**src/rtl/regs_mp_pkg.sv**
```systemverilog
// regs_mp_pkg: shared definitions for the multi-read-port register file.
//   - default parameter values
//   - clear/run FSM state encoding
//   - per-port read-source select encoding
//   - storage style switch for the banks
package regs_mp_pkg;

  localparam int DEF_DATA_W   = 32;
  localparam int DEF_ADDR_W   = 5;
  localparam int DEF_N_RD     = 2;
  localparam bit DEF_ZERO_REG = 1'b1;
  localparam bit DEF_BYPASS   = 1'b1;

  // 1 = banks request distributed (LUT) RAM, 0 = block RAM.
  localparam bit REGS_DISTRIBUTED = 1'b1;

  typedef enum logic {
    ST_CLEAR = 1'b0,
    ST_RUN   = 1'b1
  } state_e;

  // Source of a read port's output value, captured at the read edge.
  typedef enum logic [1:0] {
    SEL_ZERO = 2'd0,
    SEL_BANK = 2'd1,
    SEL_BYP  = 2'd2
  } rd_sel_e;

endpackage

```
**src/rtl/regs_mp_if.sv**
```systemverilog
// regs_mp_if: decode/writeback side bus of the register file.
//   i_ce       clock enable for writes and read-output updates
//   i_rd_en    per-port read enable
//   i_addr_rd  packed read addresses, port k at [k*ADDR_W +: ADDR_W]
//   i_we       write enable
//   i_addr_wr  write address
//   i_dat_wr   write data
//   o_dat_rd   packed read data, port k at [k*DATA_W +: DATA_W]
//   o_busy     high while the post-reset clear runs
// master = pipeline side, slave = register file.
interface regs_mp_if #(
  parameter int DATA_W = 32,
  parameter int ADDR_W = 5,
  parameter int N_RD   = 2
);

  logic                     i_ce;
  logic [N_RD-1:0]          i_rd_en;
  logic [N_RD*ADDR_W-1:0]   i_addr_rd;
  logic                     i_we;
  logic [ADDR_W-1:0]        i_addr_wr;
  logic [DATA_W-1:0]        i_dat_wr;
  logic [N_RD*DATA_W-1:0]   o_dat_rd;
  logic                     o_busy;

  modport master (
    output i_ce, i_rd_en, i_addr_rd, i_we, i_addr_wr, i_dat_wr,
    input  o_dat_rd, o_busy
  );

  modport slave (
    input  i_ce, i_rd_en, i_addr_rd, i_we, i_addr_wr, i_dat_wr,
    output o_dat_rd, o_busy
  );

endinterface

```
**src/rtl/regs_mp_bank.sv**
```systemverilog
// regs_bank: one DEPTH x DATA_W storage array, one write port and one
// synchronous read port (read-before-write on an address collision).
//   i_clk    clock
//   i_we     write strobe
//   i_waddr  write address
//   i_wdata  write data
//   i_re     read strobe; o_rdata holds when low
//   i_raddr  read address
//   o_rdata  registered read data
module regs_bank
  import regs_mp_pkg::*;
#(
  parameter int DATA_W = DEF_DATA_W,
  parameter int ADDR_W = DEF_ADDR_W
) (
  input  logic              i_clk,
  input  logic              i_we,
  input  logic [ADDR_W-1:0] i_waddr,
  input  logic [DATA_W-1:0] i_wdata,
  input  logic              i_re,
  input  logic [ADDR_W-1:0] i_raddr,
  output logic [DATA_W-1:0] o_rdata
);

  localparam int DEPTH = 2 ** ADDR_W;

  logic [DATA_W-1:0] r_rdata;

  // The array carries the storage style attribute, so each style gets
  // its own declaration; only one branch is elaborated.
  if (REGS_DISTRIBUTED) begin : g_dist
    (* ram_style = "distributed" *) logic [DATA_W-1:0] r_mem [DEPTH];

    always_ff @(posedge i_clk) begin
      if (i_we) r_mem[i_waddr] <= i_wdata;
      if (i_re) r_rdata <= r_mem[i_raddr];
    end
  end else begin : g_block
    (* ram_style = "block" *) logic [DATA_W-1:0] r_mem [DEPTH];

    always_ff @(posedge i_clk) begin
      if (i_we) r_mem[i_waddr] <= i_wdata;
      if (i_re) r_rdata <= r_mem[i_raddr];
    end
  end

  assign o_rdata = r_rdata;

endmodule

```
**src/rtl/regs_mp.sv**
```systemverilog
// regs_mp: integer register file with N_RD synchronous read ports, one
// write port, optional same-cycle write-to-read bypass, optional
// hardwired-zero entry 0, and a hardware clear of every entry after reset.
//   i_clk  clock, rising edge
//   i_rst  synchronous active-high reset
//   bus    regs_mp_if slave (read/write ports, o_dat_rd, o_busy)
//
// state    | meaning
// ---------+-----------------------------------------------------------
// ST_CLEAR | writing 0 to entry[r_clr_cnt] each cycle, o_busy high,
//          | user reads/writes dropped, read outputs forced to 0
// ST_RUN   | normal register file operation
module regs_mp
  import regs_mp_pkg::*;
#(
  parameter int DATA_W   = DEF_DATA_W,
  parameter int ADDR_W   = DEF_ADDR_W,
  parameter int N_RD     = DEF_N_RD,
  parameter bit ZERO_REG = DEF_ZERO_REG,
  parameter bit BYPASS   = DEF_BYPASS
) (
  input  logic       i_clk,
  input  logic       i_rst,
  regs_mp_if.slave   bus
);

  localparam int DEPTH = 2 ** ADDR_W;

  state_e             r_state;
  state_e             w_state_nxt;
  logic [ADDR_W-1:0]  r_clr_cnt;
  logic [ADDR_W-1:0]  w_clr_cnt_nxt;

  logic               w_run;
  logic               w_clearing;
  logic               w_user_we;
  logic               w_bank_we;
  logic [ADDR_W-1:0]  w_bank_waddr;
  logic [DATA_W-1:0]  w_bank_wdata;

  logic [DATA_W-1:0]  w_port_dat [N_RD];
  logic [N_RD*DATA_W-1:0] w_dat_rd;

  // Clear FSM
  always_ff @(posedge i_clk) begin
    if (i_rst) begin
      r_state   <= ST_CLEAR;
      r_clr_cnt <= '0;
    end else begin
      r_state   <= w_state_nxt;
      r_clr_cnt <= w_clr_cnt_nxt;
    end
  end

  always_comb begin
    w_state_nxt   = r_state;
    w_clr_cnt_nxt = r_clr_cnt;
    if (r_state == ST_CLEAR) begin
      w_clr_cnt_nxt = r_clr_cnt + ADDR_W'(1);
      if (r_clr_cnt == ADDR_W'(DEPTH - 1)) w_state_nxt = ST_RUN;
    end
  end

  // Nothing reaches the banks on a reset cycle; the clear restarts at 0.
  assign w_run      = (r_state == ST_RUN) && !i_rst;
  assign w_clearing = (r_state == ST_CLEAR) && !i_rst;

  assign w_user_we  = w_run && bus.i_ce && bus.i_we &&
                      !(ZERO_REG && (bus.i_addr_wr == '0));

  assign w_bank_we    = w_clearing || w_user_we;
  assign w_bank_waddr = w_clearing ? r_clr_cnt : bus.i_addr_wr;
  assign w_bank_wdata = w_clearing ? '0 : bus.i_dat_wr;

  // One bank per read port, all written identically. The bank keeps its
  // own read register; the port register below only records where the
  // captured value comes from (bank, bypassed write data, or zero).
  for (genvar k = 0; k < N_RD; k++) begin : g_port
    logic [ADDR_W-1:0] w_raddr;
    logic              w_re;
    logic [DATA_W-1:0] w_bank_rdata;
    rd_sel_e           r_sel;
    logic [DATA_W-1:0] r_byp;

    assign w_raddr = bus.i_addr_rd[k*ADDR_W +: ADDR_W];
    assign w_re    = w_run && bus.i_ce && bus.i_rd_en[k];

    regs_bank #(
      .DATA_W (DATA_W),
      .ADDR_W (ADDR_W)
    ) u_bank (
      .i_clk   (i_clk),
      .i_we    (w_bank_we),
      .i_waddr (w_bank_waddr),
      .i_wdata (w_bank_wdata),
      .i_re    (w_re),
      .i_raddr (w_raddr),
      .o_rdata (w_bank_rdata)
    );

    always_ff @(posedge i_clk) begin
      if (i_rst) begin
        r_sel <= SEL_ZERO;
        r_byp <= '0;
      end else if (r_state == ST_CLEAR) begin
        r_sel <= SEL_ZERO;
      end else if (w_re) begin
        if (ZERO_REG && (w_raddr == '0)) begin
          r_sel <= SEL_ZERO;
        end else if (BYPASS && w_user_we && (w_raddr == bus.i_addr_wr)) begin
          r_sel <= SEL_BYP;
          r_byp <= bus.i_dat_wr;
        end else begin
          r_sel <= SEL_BANK;
        end
      end
    end

    always_comb begin
      w_port_dat[k] = '0;
      case (r_sel)
        SEL_BANK: w_port_dat[k] = w_bank_rdata;
        SEL_BYP:  w_port_dat[k] = r_byp;
        default:  w_port_dat[k] = '0;
      endcase
    end
  end

  always_comb begin
    w_dat_rd = '0;
    for (int k = 0; k < N_RD; k++) begin
      w_dat_rd[k*DATA_W +: DATA_W] = w_port_dat[k];
    end
  end

  assign bus.o_dat_rd = w_dat_rd;
  assign bus.o_busy   = (r_state == ST_CLEAR);

endmodule

```
**src/flat_wrapper.sv**
```systemverilog
// flat-port wrapper written by rule: the top's interface ports become plain ports
module regs_mp_flat import regs_mp_pkg::*;
#(
  parameter int DATA_W   = DEF_DATA_W,
  parameter int ADDR_W   = DEF_ADDR_W,
  parameter int N_RD     = DEF_N_RD,
  parameter bit ZERO_REG = DEF_ZERO_REG,
  parameter bit BYPASS   = DEF_BYPASS
)
  (i_clk, i_rst, bus_i_ce, bus_i_rd_en, bus_i_addr_rd, bus_i_we, bus_i_addr_wr, bus_i_dat_wr, bus_o_dat_rd, bus_o_busy);
  regs_mp_if #(.DATA_W(DATA_W), .ADDR_W(ADDR_W), .N_RD(N_RD)) bus_i ();
  input  logic i_clk;
  input  logic i_rst;
  input wire logic [$bits(bus_i.i_ce)-1:0] bus_i_ce;
  input wire logic [$bits(bus_i.i_rd_en)-1:0] bus_i_rd_en;
  input wire logic [$bits(bus_i.i_addr_rd)-1:0] bus_i_addr_rd;
  input wire logic [$bits(bus_i.i_we)-1:0] bus_i_we;
  input wire logic [$bits(bus_i.i_addr_wr)-1:0] bus_i_addr_wr;
  input wire logic [$bits(bus_i.i_dat_wr)-1:0] bus_i_dat_wr;
  output wire logic [$bits(bus_i.o_dat_rd)-1:0] bus_o_dat_rd;
  output wire logic [$bits(bus_i.o_busy)-1:0] bus_o_busy;
  assign bus_i.i_ce = bus_i_ce;
  assign bus_i.i_rd_en = bus_i_rd_en;
  assign bus_i.i_addr_rd = bus_i_addr_rd;
  assign bus_i.i_we = bus_i_we;
  assign bus_i.i_addr_wr = bus_i_addr_wr;
  assign bus_i.i_dat_wr = bus_i_dat_wr;
  assign bus_o_dat_rd = bus_i.o_dat_rd;
  assign bus_o_busy = bus_i.o_busy;
  regs_mp #(.DATA_W(DATA_W), .ADDR_W(ADDR_W), .N_RD(N_RD), .ZERO_REG(ZERO_REG), .BYPASS(BYPASS)) u_core (.i_clk(i_clk), .i_rst(i_rst), .bus(bus_i));
endmodule
```
**config.mk**
```make
export PLATFORM = sky130hd
export DESIGN_NAME = regs_mp_flat
export DESIGN_NICKNAME = d
export VERILOG_FILES = /design/src/rtl/regs_mp_pkg.sv /design/src/rtl/regs_mp_if.sv /design/src/rtl/regs_mp_bank.sv /design/src/rtl/regs_mp.sv /design/src/flat_wrapper.sv
export SDC_FILE = /design/constraint.sdc
export NUM_CORES = 1
export LEC_CHECK = 0
export CAP_MARGIN = 40
export CORE_UTILIZATION = 45
export CTS_BUF_LIST = sky130_fd_sc_hd__clkbuf_4 sky130_fd_sc_hd__clkbuf_8
export DETAILED_ROUTE_END_ITERATION = 6
export GPL_TIMING_DRIVEN = 0
export PLACE_DENSITY = 0.65
export SLEW_MARGIN = 20
export SYNTH_ARGS = -nofsm -noshare
export SYNTH_HDL_FRONTEND = slang
export SYNTH_SLANG_ARGS = --single-unit
```
**constraint.sdc**
```tcl
create_clock -name i_clk -period 4.5 [get_ports i_clk]
set_input_delay 0.675 -clock i_clk [delete_from_list [all_inputs] [get_ports i_clk]]
set_output_delay 0.675 -clock i_clk [all_outputs]
set_load 0.02 [all_outputs]
```
# [Yosys cells after proc, flatten, opt, wreduce, memory -nomap -nowiden]
# Memory sizes are Yosys's and may differ from the RTL's. A register that Yosys moved wholly into a read port is not among the register bits.
# Cells that the tools add are included.
[totals] n_memories=2 wordCells=49 regBits=74 ramBits=2048
[mem_list] memory="u_core.g_port[0].u_bank.g_dist.r_mem" depth=32 width=32 read_ports=1 rd_ports_with_merged_regs=1 wr=1 line="regs_mp_bank.sv:32" source="(* ram_style = \"distributed\" *) logic [DATA_W-1:0] r_mem [DEPTH];"
[mem_list] memory="u_core.g_port[1].u_bank.g_dist.r_mem" depth=32 width=32 read_ports=1 rd_ports_with_merged_regs=1 wr=1 line="regs_mp_bank.sv:32"
[op_classes] mux=12 n_eq_ne=7 reduce_logical=18 bitwise=3 add_sub_neg=1
[ops] cell="32-bit case mux with 2 select lines" n=2
[ops] cell="32-bit 2-to-1 mux" n=1
[ops] cell="5-bit logical NOT" n=3
[ops] cell="5-bit equality test" n=2
[ops] cell="1-bit logical AND" n=9
[ops] cell="2-bit 2-to-1 mux" n=4
[ops] cell="4-bit AND reduction" n=2
[ops] cell="5-bit by 1-bit adder with 5-bit output, second input constant" n=1
[ops] cell="5-bit equality test, second input constant" n=1
[ops] cell="5-bit 2-to-1 mux" n=1
[ops] cell="2-bit by 1-bit equality test with 1-bit output, second input constant" n=2
[ops] cell="2-bit equality test, second input constant" n=2
[ops] cell="1-bit 2-to-1 mux" n=4
[ops] cell="1-bit inverter" n=3
[ops] cell="1-bit logical NOT" n=2
[ops] cell="2-bit OR reduction" n=1
[ops] cell="1-bit logical OR" n=1

# [Depth between registers and ports, before layout]
[logic_depth] word_depth=8 ltp_mapped=9 mapped_depth_nobuf=7

# [By module]
# From an unflattened synthesis, not the netlist that was laid out.
[hier_totals] cells_unflattened=5022 area_unflattened_um2=85953.7
[modules_own_cells] module="regs_bank" instances=2 cells_each=2260 area_per_inst_um2=40805.4
[modules_own_cells] module="regs_mp" instances=1 cells_each=502 area_per_inst_um2=4342.9

# [Worst setup path after synthesis]
# OpenSTA, ideal clock, no wires.
[synth_path] kind="input to register" from="input port i_rst" to="memory u_core.g_port[1].u_bank.g_dist.r_mem[10][0], enable pin" arrival_time_ps=3101 setup_time_ps=421 setup_slack_ps=978 path_stages=6 required_time_ps=4079 cell_sequence="buf_2 > or2_2 > clkbuf_1 > mux2i_1 > nand2_1 > nor2_1"
[synth_via] elab_chain_cells=8 elab_cells_between_ends=10 cone_classes="mux (3); reduce/logical (7)"
[synth_lines] item="start, declared" line="flat_wrapper.sv:13" source="input logic i_rst;"
[synth_lines] item="1-bit logical NOT *" line="regs_mp.sv:65, regs_mp.sv:66"
[synth_lines] item="1-bit logical AND" line="regs_mp.sv:65" source="assign w_run = (r_state == ST_RUN) && !i_rst;"
[synth_lines] item="1-bit logical AND (3 in a row)" line="regs_mp.sv:68" source="assign w_user_we = w_run && bus.i_ce && bus.i_we &&"
[synth_lines] item="1-bit logical OR" line="regs_mp.sv:71" source="assign w_bank_we = w_clearing || w_user_we;"
[synth_lines] item="1-bit 2-to-1 mux" line="regs_mp_bank.sv:35" source="if (i_we) r_mem[i_waddr] <= i_wdata;"
[synth_lines] item="1-bit 2-to-1 mux (implied by the code)" line="regs_mp_bank.sv:35"
[synth_lines] item="end, declared" line="regs_mp_bank.sv:32"
# Every way passes the cells marked *; elsewhere a longest branch is shown, timed or not.

==> results_dict.tcl <==
set metrics [dict create \
    final_common_cell "edfxtp_1" \
    synth_fp_nets 3080 \
    max_stage_delay_ns 1.08 \
    r2r_cells 7 \
    synth_area_um2 52710 \
    hold_path.class "input port to register" \
    ys_types 48 \
    maxCapViolCount 0 \
    setup_viol 0 \
    drtIter0Drc 5208 \
    crit_buf_inv 4 \
    p_leak_nw 19.55 \
    instances_no_fill 5125 \
    vias 34340 \
    gr-usage-all-layers_pct 31.48 \
    post_cts_buffers 0 \
    clkPwrFrac_pct 38.4 \
    cpMostUsedCell "clkbuf_1" \
    fin_crit_sh_pct 99.78 \
    min_path_cells 3 \
    ios 118 \
    ant_nets 0 \
    cts_tree "done" \
    rows 125 \
    dr.pass1.iters 6 \
    cts_root_buf "clkbuf_8" \
    synth_ff_type "edfxtp_1" \
    synth_warnings 0 \
    wl_per_cell_um 36.39 \
    whs_ns 0.2967 \
    gp_congestion 0.9848 \
    cpMaxStageDelayCell "a211oi_1" \
    antenna_found_initial 13 \
    ys_async_sr_fraction_pct 0 \
    power.density_nw_per_um2 371.6 \
    status "complete, no violations" \
    grt_overflow 0 \
    seq_power_share_pct 52.0 \
    path_depth 7 \
    finalSetupTns_ns 0 \
    cp-end-kind "register" \
    netlist_instances 3021 \
    final_nets 3507 \
    crit_arrival_ns 5.00 \
    cp_max_fo 10 \
    fmax_mhz 222.7 \
    cts_hold_buffers 0 \
    die_y_um 344.2 \
    dieWidth_um 344.2 \
    path_clk_slew_ns 0.06 \
    clk_latency_ns 0.88 \
    cts_sinks 1162 \
    synthToLayoutAreaGrowth_pct 17.36 \
    postRouteWirelength_um 186500 \
    grt_max_degree 34 \
    cp.required_ns 5.01 \
    swShare_pct 25.00 \
    final_cell_mix "edfxtp_1 (1,088), mux4_2 (384), mux2i_1 (228)" \
    io_buffers 112 \
    htreeDepth 4 \
    drive_above_1_share_pct 28.04 \
    initial_core_util_pct 45.36 \
    finalInstanceArea_um2 61860 \
    yosysSeqAreaShare_pct 64.80 \
    final.setup_skew_ns 0.04577 \
    grt_pass1_wl_um 255500 \
    cp-start-kind "input port" \
    dp_hpwl_um 136200 \
    cts.path.max_buffers 3 \
    cts_resized 0 \
    vias_per_cell 6.700 \
    criticalPathCategory "input port to register" \
    slew-limit-headroom_pct 21.43 \
    grt_pass1_vias 33140 \
    dieArea_um2 118500 \
    placed_cell_area_um2 58170 \
    cp_top_family "buffers and inverters" \
    dpl.cell_count 4776 \
    crit_chain "clkdlybuf4s50_1 > clkbuf_1 > and2_1 > clkbuf_1 > clkbuf_1 > a22oi_1 > a211oi_1" \
    drc 0 \
    ys_ff_latch 1162 \
    numCtsBuffers 179 \
    vdd_drop_max_uv 295.8 \
    p_int_mw 17.24 \
    hold_violations 0 \
    fp.coreArea_um2 116200 \
    avgSynthCellArea_um2 17.45 \
    synth_edf_count 1088 \
    slew_violations 0 \
    p_sw_mw 5.745 \
    grt_setup_unrepaired "no" \
    fin_crit_ns 4.490 \
    worstMarginPinSlew_ns 1.171 \
    finalPower_mw 22.99 \
    combPwrFrac_pct 9.6 \
]
==> flip-flops by register name, summed over array words and instances, names as in the netlist <==
signal	flops
u_core.g_port.u_bank.g_dist.r_mem	1024
u_core.g_port.r_byp	64
u_core.g_port.u_bank.o_rdata	64
u_core.r_clr_cnt	5
u_core.g_port.r_sel	4
u_core.r_state	1
==> worst min-delay path, stage by stage <==
cell and delay (ns):
buf_2 0.22, nor2b_1 0.12, o21a_1 0.11
==> path summary, 6_finish.rpt <==
check | to | slack [ns] | from
max | u_core.g_port[0].u_bank.o_rdata[6] | 0.01 | bus_i_addr_rd[4]
min | u_core.g_port[1].r_sel[1] | 0.30 | i_rst
max reg2reg | u_core.g_port[1].u_bank.g_dist.r_mem[10][25] | 0.49 | u_core.r_state
min reg2reg | u_core.g_port[1].r_byp[20] | 0.47 | u_core.g_port[1].r_byp[20]
==> area by class of cell <==
cell class                      instances  area [µm²]
Buffer                                240        1018
Timing Repair Buffer                  246        3408
Antenna cell                            6       15.01
Clock inverter                         93       599.3
Inverter                               10       38.79
Tap cell                             1524        1907
Sequential cell                      1162       34150
Multi-Input combinational cell       1609       17790
Fill cell                            9159       54350
Clock buffer                          235        2928
==> synth_stat cells, types with 13 or more instances <==
cell	n	share of area, %
nor2_1	155	1.1
nand3_1	19	0.18
a22oi_1	146	2.1
and2_1	37	0.44
a311oi_1	13	0.22
mux2_2	75	1.6
edfxtp_1	1088	62
nor3_1	15	0.14
nand2b_1	80	0.95
buf_1	25	0.18
buf_2	58	0.55
a211oi_1	117	1.7
nand2_1	29	0.21
mux2i_1	228	4.3
nor2b_1	30	0.36
clkbuf_1	152	1.1
mux4_2	384	16
a21oi_1	20	0.19
o22ai_1	175	2.1
dfxtp_1	74	2.8
o211ai_1	16	0.23
==> power groups by stage <==
stage               clock (mW)  combinational (mW)  sequential, mW
floorplan                    0                1.08            12.2
global placement             0                1.93            12.2
detailed placement           0                2.09            12.2
CTS                       8.86                2.10            12.0
global route              9.29                2.22            12.0
finish                    8.83                2.20            12.0
==> metal layers <==
| metal | routed length (µm) | vias to the layer above | share of wire [%] | track usage, % |
|---|---|---|---|---|
| li1 | - | 13530 | - | - |
| met1 | 65460 | 17560 | 35 | 39.84 |
| met2 | 84990 | 2724 | 46 | 48.64 |
| met3 | 25750 | 523 | 14 | 10.59 |
| met4 | 10210 | 8 | 5.5 | 15.50 |
| met5 | 59 | - | 0.032 | 0 |
==> logic make-up (layout without fill, tap and decap cells) <==
| kind of cell | count (synthesis) | in the layout | synth area share (%) |
|---|---|---|---|
| compound gates | 505 | 505 | 6.683 |
| mux | 687 | 687 | 22.34 |
| fa+ha+maj | 6 | 6 | 0.1424 |
| simple gates | 398 | 398 | 3.846 |
| other cells | 0 | 6 | 0 |
| flops | 1162 | 1162 | 64.80 |
| buf+inv | 250 | 824 | 1.975 |
| xor+xnor | 13 | 13 | 0.2160 |
==> stage by stage <==
step	setup slack, ns	util (%)
global route	0.3721	53.22
floorplan	0.9778	-
detailed placement	-0.2498	50.06
global placement	-1.702	47.96
CTS	0.5359	53.09
finish	0.009682	53.23
Note: power is estimated with default switching activity, not from simulation.
